===== src/rtl/mc_control_fsm.sv =====
// Multi-cycle MIPS32 main control unit: state register, opcode decode,
// per-state datapath strobes, memory-ready waits, illegal-op trap and a
// retired-instruction counter.
//
// state    | code | meaning
// ---------+------+--------------------------------------------------
// FETCH    |  0   | read instruction, PC+4; wait for mem_ready
// DECODE   |  1   | branch target into ALUOut; route by opcode
// R_EXEC   |  2   | R-type ALU op selected by funct
// R_WB     |  3   | write ALUOut to rd
// BEQ      |  4   | compare; load PC from ALUOut if zero
// MEM_ADDR |  5   | base + sign-extended offset
// MEM_WR   |  6   | store; wait for mem_ready
// MEM_RD   |  7   | load; wait for mem_ready
// LW_WB    |  8   | write MDR to rt
// JUMP     |  9   | load PC with jump target
// I_EXEC   | 10   | ADDI / ORI ALU op
// I_WB     | 11   | write ALUOut to rt
// BNE      | 12   | compare; load PC from ALUOut if not zero
// TRAP     | 13   | illegal opcode/funct; sticky until rst
module mc_control_fsm #(
  parameter int ALUOP_W = 4,
  parameter int CNT_W   = 32
) (
  input  logic               clk,
  input  logic               rst,
  input  logic [5:0]         op,
  input  logic [5:0]         funct,
  input  logic               zero,
  input  logic               mem_ready,
  output logic               pc_en,
  output logic               iord,
  output logic               mem_read,
  output logic               mem_write,
  output logic               ir_write,
  output logic               mem_to_reg,
  output logic               reg_write,
  output logic               reg_dst,
  output logic               alu_src_a,
  output logic [1:0]         pc_source,
  output logic [2:0]         alu_src_b,
  output logic [ALUOP_W-1:0] alu_op,
  output logic [3:0]         state,
  output logic               illegal_op,
  output logic [CNT_W-1:0]   instr_count
);

  // ALU operation codes (MIPS ALU-control style encoding)
  localparam logic [ALUOP_W-1:0] ALUOP_AND = ALUOP_W'(4'b0000);
  localparam logic [ALUOP_W-1:0] ALUOP_OR  = ALUOP_W'(4'b0001);
  localparam logic [ALUOP_W-1:0] ALUOP_ADD = ALUOP_W'(4'b0010);
  localparam logic [ALUOP_W-1:0] ALUOP_SUB = ALUOP_W'(4'b0110);
  localparam logic [ALUOP_W-1:0] ALUOP_SLT = ALUOP_W'(4'b0111);

  localparam logic [5:0] OP_RTYPE = 6'h00;
  localparam logic [5:0] OP_J     = 6'h02;
  localparam logic [5:0] OP_BEQ   = 6'h04;
  localparam logic [5:0] OP_BNE   = 6'h05;
  localparam logic [5:0] OP_ADDI  = 6'h08;
  localparam logic [5:0] OP_ORI   = 6'h0D;
  localparam logic [5:0] OP_LW    = 6'h23;
  localparam logic [5:0] OP_SW    = 6'h2B;

  typedef enum logic [3:0] {
    S_FETCH    = 4'd0,
    S_DECODE   = 4'd1,
    S_R_EXEC   = 4'd2,
    S_R_WB     = 4'd3,
    S_BEQ      = 4'd4,
    S_MEM_ADDR = 4'd5,
    S_MEM_WR   = 4'd6,
    S_MEM_RD   = 4'd7,
    S_LW_WB    = 4'd8,
    S_JUMP     = 4'd9,
    S_I_EXEC   = 4'd10,
    S_I_WB     = 4'd11,
    S_BNE      = 4'd12,
    S_TRAP     = 4'd13
  } state_t;

  state_t             state_q, state_d;
  logic [5:0]         op_q;
  logic [CNT_W-1:0]   cnt_q;

  // State, latched opcode and retired-instruction counter
  always_ff @(posedge clk) begin
    if (rst) begin
      state_q <= S_FETCH;
      op_q    <= '0;
      cnt_q   <= '0;
    end else begin
      state_q <= state_d;
      if (state_q == S_DECODE) op_q <= op;
      if (state_q == S_FETCH && mem_ready) cnt_q <= cnt_q + CNT_W'(1);
    end
  end

  // Next-state and per-state strobes; everything defaults low
  always_comb begin
    state_d    = state_q;
    pc_en      = 1'b0;
    iord       = 1'b0;
    mem_read   = 1'b0;
    mem_write  = 1'b0;
    ir_write   = 1'b0;
    mem_to_reg = 1'b0;
    reg_write  = 1'b0;
    reg_dst    = 1'b0;
    alu_src_a  = 1'b0;
    pc_source  = 2'd0;
    alu_src_b  = 3'd0;
    alu_op     = '0;
    illegal_op = 1'b0;
    case (state_q)
      S_FETCH: begin
        mem_read  = 1'b1;
        ir_write  = mem_ready;
        alu_src_b = 3'd1;
        alu_op    = ALUOP_ADD;
        pc_en     = mem_ready;
        if (mem_ready) state_d = S_DECODE;
      end
      S_DECODE: begin
        alu_src_b = 3'd3;
        alu_op    = ALUOP_ADD;
        case (op)
          OP_RTYPE:      state_d = S_R_EXEC;
          OP_LW, OP_SW:  state_d = S_MEM_ADDR;
          OP_BEQ:        state_d = S_BEQ;
          OP_BNE:        state_d = S_BNE;
          OP_J:          state_d = S_JUMP;
          OP_ADDI,
          OP_ORI:        state_d = S_I_EXEC;
          default:       state_d = S_TRAP;
        endcase
      end
      S_R_EXEC: begin
        alu_src_a = 1'b1;
        state_d   = S_R_WB;
        case (funct)
          6'h20:   alu_op = ALUOP_ADD;
          6'h22:   alu_op = ALUOP_SUB;
          6'h24:   alu_op = ALUOP_AND;
          6'h25:   alu_op = ALUOP_OR;
          6'h2A:   alu_op = ALUOP_SLT;
          default: state_d = S_TRAP;
        endcase
      end
      S_R_WB: begin
        reg_dst   = 1'b1;
        reg_write = 1'b1;
        state_d   = S_FETCH;
      end
      S_MEM_ADDR: begin
        alu_src_a = 1'b1;
        alu_src_b = 3'd2;
        alu_op    = ALUOP_ADD;
        state_d   = (op_q == OP_LW) ? S_MEM_RD : S_MEM_WR;
      end
      S_MEM_RD: begin
        mem_read = 1'b1;
        iord     = 1'b1;
        if (mem_ready) state_d = S_LW_WB;
      end
      S_MEM_WR: begin
        mem_write = 1'b1;
        iord      = 1'b1;
        if (mem_ready) state_d = S_FETCH;
      end
      S_LW_WB: begin
        reg_write  = 1'b1;
        mem_to_reg = 1'b1;
        state_d    = S_FETCH;
      end
      S_BEQ, S_BNE: begin
        alu_src_a = 1'b1;
        alu_op    = ALUOP_SUB;
        pc_source = 2'd1;
        pc_en     = (state_q == S_BEQ) ? zero : ~zero;
        state_d   = S_FETCH;
      end
      S_JUMP: begin
        pc_en     = 1'b1;
        pc_source = 2'd2;
        state_d   = S_FETCH;
      end
      S_I_EXEC: begin
        alu_src_a = 1'b1;
        if (op_q == OP_ORI) begin
          alu_src_b = 3'd4;
          alu_op    = ALUOP_OR;
        end else begin
          alu_src_b = 3'd2;
          alu_op    = ALUOP_ADD;
        end
        state_d = S_I_WB;
      end
      S_I_WB: begin
        reg_write = 1'b1;
        state_d   = S_FETCH;
      end
      S_TRAP: begin
        illegal_op = 1'b1;
      end
      default: state_d = S_TRAP;
    endcase
    // Reset blanks every strobe so nothing fires during the reset cycle
    if (rst) begin
      pc_en      = 1'b0;
      iord       = 1'b0;
      mem_read   = 1'b0;
      mem_write  = 1'b0;
      ir_write   = 1'b0;
      mem_to_reg = 1'b0;
      reg_write  = 1'b0;
      reg_dst    = 1'b0;
      alu_src_a  = 1'b0;
      pc_source  = 2'd0;
      alu_src_b  = 3'd0;
      alu_op     = '0;
      illegal_op = 1'b0;
    end
  end

  assign state       = rst ? 4'd0 : state_q;
  assign instr_count = rst ? '0 : cnt_q;

endmodule


===== config.mk =====
export PLATFORM = sky130hd
export DESIGN_NAME = mc_control_fsm
export DESIGN_NICKNAME = d
export VERILOG_FILES = /design/src/rtl/mc_control_fsm.sv
export SDC_FILE = /design/constraint.sdc
export NUM_CORES = 1
export LEC_CHECK = 0
export BUFFER_PORTS_ARGS = -buffer_cell sky130_fd_sc_hd__buf_2
export CORE_ASPECT_RATIO = 1.4
export CORE_UTILIZATION = 55
export DETAILED_ROUTE_END_ITERATION = 8
export PLACE_DENSITY_LB_ADDON = 0.12
export SYNTH_ARGS = -nofsm -noshare
export SYNTH_HDL_FRONTEND = slang
export SYNTH_SLANG_ARGS = --single-unit

===== constraint.sdc =====
create_clock -name clk -period 5.3 [get_ports clk]
set_input_delay 1.06 -clock clk [delete_from_list [all_inputs] [get_ports clk]]
set_output_delay 1.06 -clock clk [all_outputs]
set_load 0.02 [all_outputs]

# Word-level counts from Yosys, hierarchy flattened
# Index checks and enable logic that the tools add are counted.
# classes
n_reduce_logical	14
bitwise	2
mux	39
n_addsub	1
eq_ne	30
# ops
cell	n
equality test 6 bit, second input constant	8
one-hot mux 3 bit (4 select lines)	3
one-hot mux 4 bit (9 select lines)	1
adder 32 x 1 -> 32 bit, second input constant	1
2-to-1 mux 32 bit	1
equality test 4 bit, second input constant	6
2-to-1 mux 4 bit	6
one-hot mux 4 bit (6 select lines)	1
2-to-1 mux 1 bit	21
equality test 6 x 4 -> 1 bit, second input constant	3
equality test 4 x 3 -> 1 bit, second input constant	4
equality test 6 x 3 -> 1 bit, second input constant	2
OR reduction 2 bit	5
OR reduction 5 bit	2
equality test 4 x 2 -> 1 bit, second input constant	2
equality test 6 x 2 -> 1 bit, second input constant	1
logical NOT 6 bit	1
2-to-1 mux 3 bit	2
!= test 2 bit, second input constant	3
OR reduction 3 bit	2
OR reduction 6 bit	1
equality test 4 x 1 -> 1 bit, second input constant	1
logical NOT 4 bit	1
2-to-1 mux 2 bit	2
other kinds (5)	6
# totals
input_bits	16
register_bits	42
output_inout_bits	55
elab_cells	89

# Longest topological paths before layout
# depth
ltp_word	4
depth_mapped	6
ltp_nobuf	5

# Worst setup path after synthesis
# OpenSTA, ideal clock, no wires.
# synth_path
path_type	input to output
start	input funct[0]
end	output alu_op[1]
cell_stages	4
t_required_ns	4.240
arrival_time_ns	2.467
setup_slack_ns	1.773
path_cell_list	or3b_2 > nor4_1 > a31oi_1 > a211oi_1
# synth_via
elab_chain_len	4
word_cells_on_any_way	7
cone_classes	eq/ne (4); mux (3)
# synth_rtl
item	line_no	text
from (decl)	28	input logic [5:0] funct,
equality test 6 bit	140	case (funct)
one-hot mux 3 bit (4 select lines) *	140	
one-hot mux 3 bit (4 select lines) *	114	case (state_q)
2-to-1 mux 4 bit *	208	if (rst) begin
to (decl)	42	output logic [ALUOP_W-1:0] alu_op,
# Mark *: on every way between the ends. The rest lies on a longest branch, timed or not.

# Final worst setup path
# Ends and elaborated chain as after synthesis.

==> metrics.cfg <==
[run_status]
run_status=completed

[synthesis]
synth-seq-cells=42
synth_top_family_by_area=simple AND/OR/NAND/NOR gates
ys_warn_count=0
yosys-mux-area-fraction=0.1037
yosys.area_share.adder=0.004568
yosys.area.top_type_share=0.3070
synth.distinct_cells=53
synth_compound_gate_area_share=0.09182
yosysSeqAreaShare=0.3070
post_synth_xor_area_fraction=0.03198
avgSynthCellArea_um2=7.672
synth.net_count=374
post-synth-top-area-cell=dfxtp_1
synth-async-reset-ratio=0
netlist_instances=357
synth-edff-count=0
postSynth.topFlopCell=dfxtp_1
synthesis.area_um2=2739
synth_area_leaders=dfxtp_1 (31%), nor2_1 (7.0%), nor2b_1 (6.9%), mux2_2 (6.6%), nor3_1 (4.4%)
yosys.area_share.simple=0.4038

[power_and_ir_drop]
power.density_cell_area_nw_per_um2=303.3
irDropWorstVdd_uv=157.8
leakagePower_nw=1.339
p_total_uw=959.4

[placement]
globalplace.congestion=0.8130
detailedPlacementHpwl_mm=4.369
post-place-ws_ns=1.732
numPortBuffers=69

[clocking]
cts_setup_buffers=0
hold_buffers=0
clock_tree.htree_level_count=2
cts-root-to-sink-buffers=2
cts_made_buffers=5
cts_resized=0
clock-root-buffer=clkbuf_8
clk_latency_ns=0.30
clock_sinks=42
clk_pin_slew_worst_paths_ns=0.08
tritoncts=yes

[drt]
drc=0
avgRoutedWirePerCell_um=12.65
via_per_inst=5.602
drt_iter0_drc=130
total_wire_length_after_detailed_routing_mm=6.007
route.vias.total=2661
detail-route-antenna-nets=0
firstDrtPassIters=4

[global_route]
wire_length_of_the_first_global_routing_pass_mm=9.494
groute.usage.overall=0.2339
grt_start_max_net_pins=56
via_count_of_the_first_global_routing_pass=2335
grt.overflow.total=0
number_of_antenna_violations_at_the_first_check_in_global_routing=0

[setup_path]
timing.critical_path.arrival_ns=2.49
cp_common_cell=buf_2
rr_endpoint=cnt_q[28]$_SDFFE_PP0P_
sum_of_buffers_and_inverters_on_the_critical_path=2
largest_incremental_delay_on_the_critical_path_ns=0.47
crit_family=simple AND/OR/NAND/NOR gates
endpoint_kind=output pin
r2r_start=state_q[2]$_SDFFE_PP0P_
timing.critical_path.slowest_stage_cell=or3b_2
timing_worst_setup_path_type=in2out
timing.critical_path.fanout_max=4
setup.reg_to_reg.worst_slack_ns=2.82
ff2ff_path_depth=4
critical_path.startpoint_type=input port
path_cells=buf_2, or3b_2, nor4_1, a31oi_1, a211oi_1, buf_2
worst_ep_required_time_ns=4.24

[die]
dieWidth_um=61.64
die_height_um=85.50
ioPinCount=71
placementRows=30
initial_core_util=0.5701
fp.coreArea_um2=4805
dieArea_um2=5270

[cells_and_area]
drive_above_1_share=0.2457
design.final.nets=427
final.fill_count=471
syn2layout_area_growth_pct=15.49
insertedDiodeCount=0

[sta]
max_clock_freq_ghz=0.2816
worst_slew_margin_rel=0.4123
post-route-min-period_ns=3.551
layout_worst_path_cycle_share=0.6700
worst_slew_pin_slew_ns=0.8815
timing.setup.tns_ns=0
setup_ws_ns=1.749
slew_viol_final=0
grt_setup_unrepaired=false
hold-worst-slack_ns=0.5023
finalHoldViolations=0
clock_skew_ns=0.007305
finalSetupViolCount=0

[worst_hold_path]
min_path_type=reg2reg
min-delay-start=op_q[4]$_SDFFE_PP0P_
worst_hold_path_ep=op_q[4]$_SDFFE_PP0P_
hold_path_depth=2

[run]
cap_viol_max_count=0

## synthesized netlist by cell type (2+ instances only)
cell type,instances
nor2_1,51
dfxtp_1,42
nor2b_1,30
nor3_1,24
nand2_1,19
clkbuf_1,16
mux2_2,16
a21oi_1,13
inv_1,13
nand3_1,12
nor4_1,12
nand2b_1,11
xor2_1,8
mux2i_1,7
nand4_1,7
o21ai_0,7
and4_1,5
and2_1,4
buf_1,4
or4_1,4
a31oi_1,3
mux2_1,3
nand4b_1,3
or3_1,3
or3b_2,3
a21o_1,2
and3_1,2
buf_2,2
nor3b_1,2
o211ai_1,2
o2bb2ai_1,2
o32ai_1,2
or2_2,2
xnor2_1,2
## worst max path at each step
stage                 endpoint  slack [ns]  cells after the start  startpoint
6_report             alu_op[1]        1.75                      6    funct[0]
4_1_cts              alu_op[1]        1.73                      6    funct[0]
5_1_grt        instr_count[26]        1.63                      4         rst
3_3_place_gp         alu_op[1]        1.75                      6    funct[0]
3_5_place_dp         alu_op[1]        1.73                      6    funct[0]
2_1_floorplan        alu_op[1]        1.77                      4    funct[0]
## layout make-up
class	count	area (µm²)	share of cell area
clock inverter	2	12.51	0.003956
clock buffer	6	82.58	0.02611
sequential	42	840.8	0.2658
inverter	13	48.80	0.01543
timing repair buffer	70	352.8	0.1116
tap	64	80.08	0.02532
multi-input combinational	278	1745	0.5518
## kinds of logic (layout without fill, tap and decap cells)
| group | Yosys count | in the layout |
|---|---|---|
| AND/OR/NAND/NOR | 201 | 201 |
| adder cells (fa/ha/maj) | 1 | 1 |
| buffers and inverters | 37 | 91 |
| other | 1 | 1 |
| flip-flops | 42 | 42 |
| XOR/XNOR | 10 | 10 |
| multiplexers | 26 | 26 |
| AO/OA/AOI/OAI | 39 | 39 |
## sequential cells by signal, summed over array words and instances, names as in the netlist
register,count
op_q,6
cnt_q,32
state_q,4
## power breakdown
group          switching (mW)  total [mW]  leakage (nW)  internal [mW]
Sequential             0.0715       0.414         0.340          0.342
Combinational           0.189       0.330         0.952          0.141
Clock                   0.111       0.216        0.0472          0.105
Total                   0.372       0.959          1.34          0.588
## routing by layer
| layer | vias up | routed length, µm | track usage |
|---|---|---|---|
| li1 | 1363 | - | - |
| met1 | 1217 | 2605 | 0.2524 |
| met2 | 66 | 3030 | 0.4184 |
| met3 | 15 | 211 | 0.04072 |
| met4 | 0 | 159 | 0.1152 |
| met5 | - | 0 | 0 |
## stage by stage
stage | cell area, µm² | instances | util
2_1_floorplan | 2739 | 357 | -
3_3_place_gp | 3068 | 467 | 0.6385
3_5_place_dp | 3068 | 467 | 0.6385
4_1_cts | 3163 | 475 | 0.6583
5_1_grt | 3163 | 475 | 0.6583
6_report | 3163 | 475 | 0.6583
## placed cells by master (no fill, tap or decap), types with 4 or more instances in the layout
cell type	Yosys	layout
dfxtp_1	42	42
and2_1	4	4
nand4_1	7	7
nand2b_1	11	11
nor4_1	12	12
clkbuf_8	0	6
xor2_1	8	8
nor3_1	24	24
mux2_2	16	16
mux2i_1	7	7
buf_2	2	69
inv_1	13	13
nor2_1	51	51
nor2b_1	30	30
nand2_1	19	19
nand3_1	12	12
or4_1	4	4
a21oi_1	13	13
and4_1	5	5
o21ai_0	7	7
## worst reg2reg max path, delay by kind of cell (launching register included)
family | cells | cell delay (ns)
simple gates | 3 | 1.44
mux | 1 | 0.37
flops | 1 | 0.56
No activity file was read; power rests on OpenSTA's default activity.
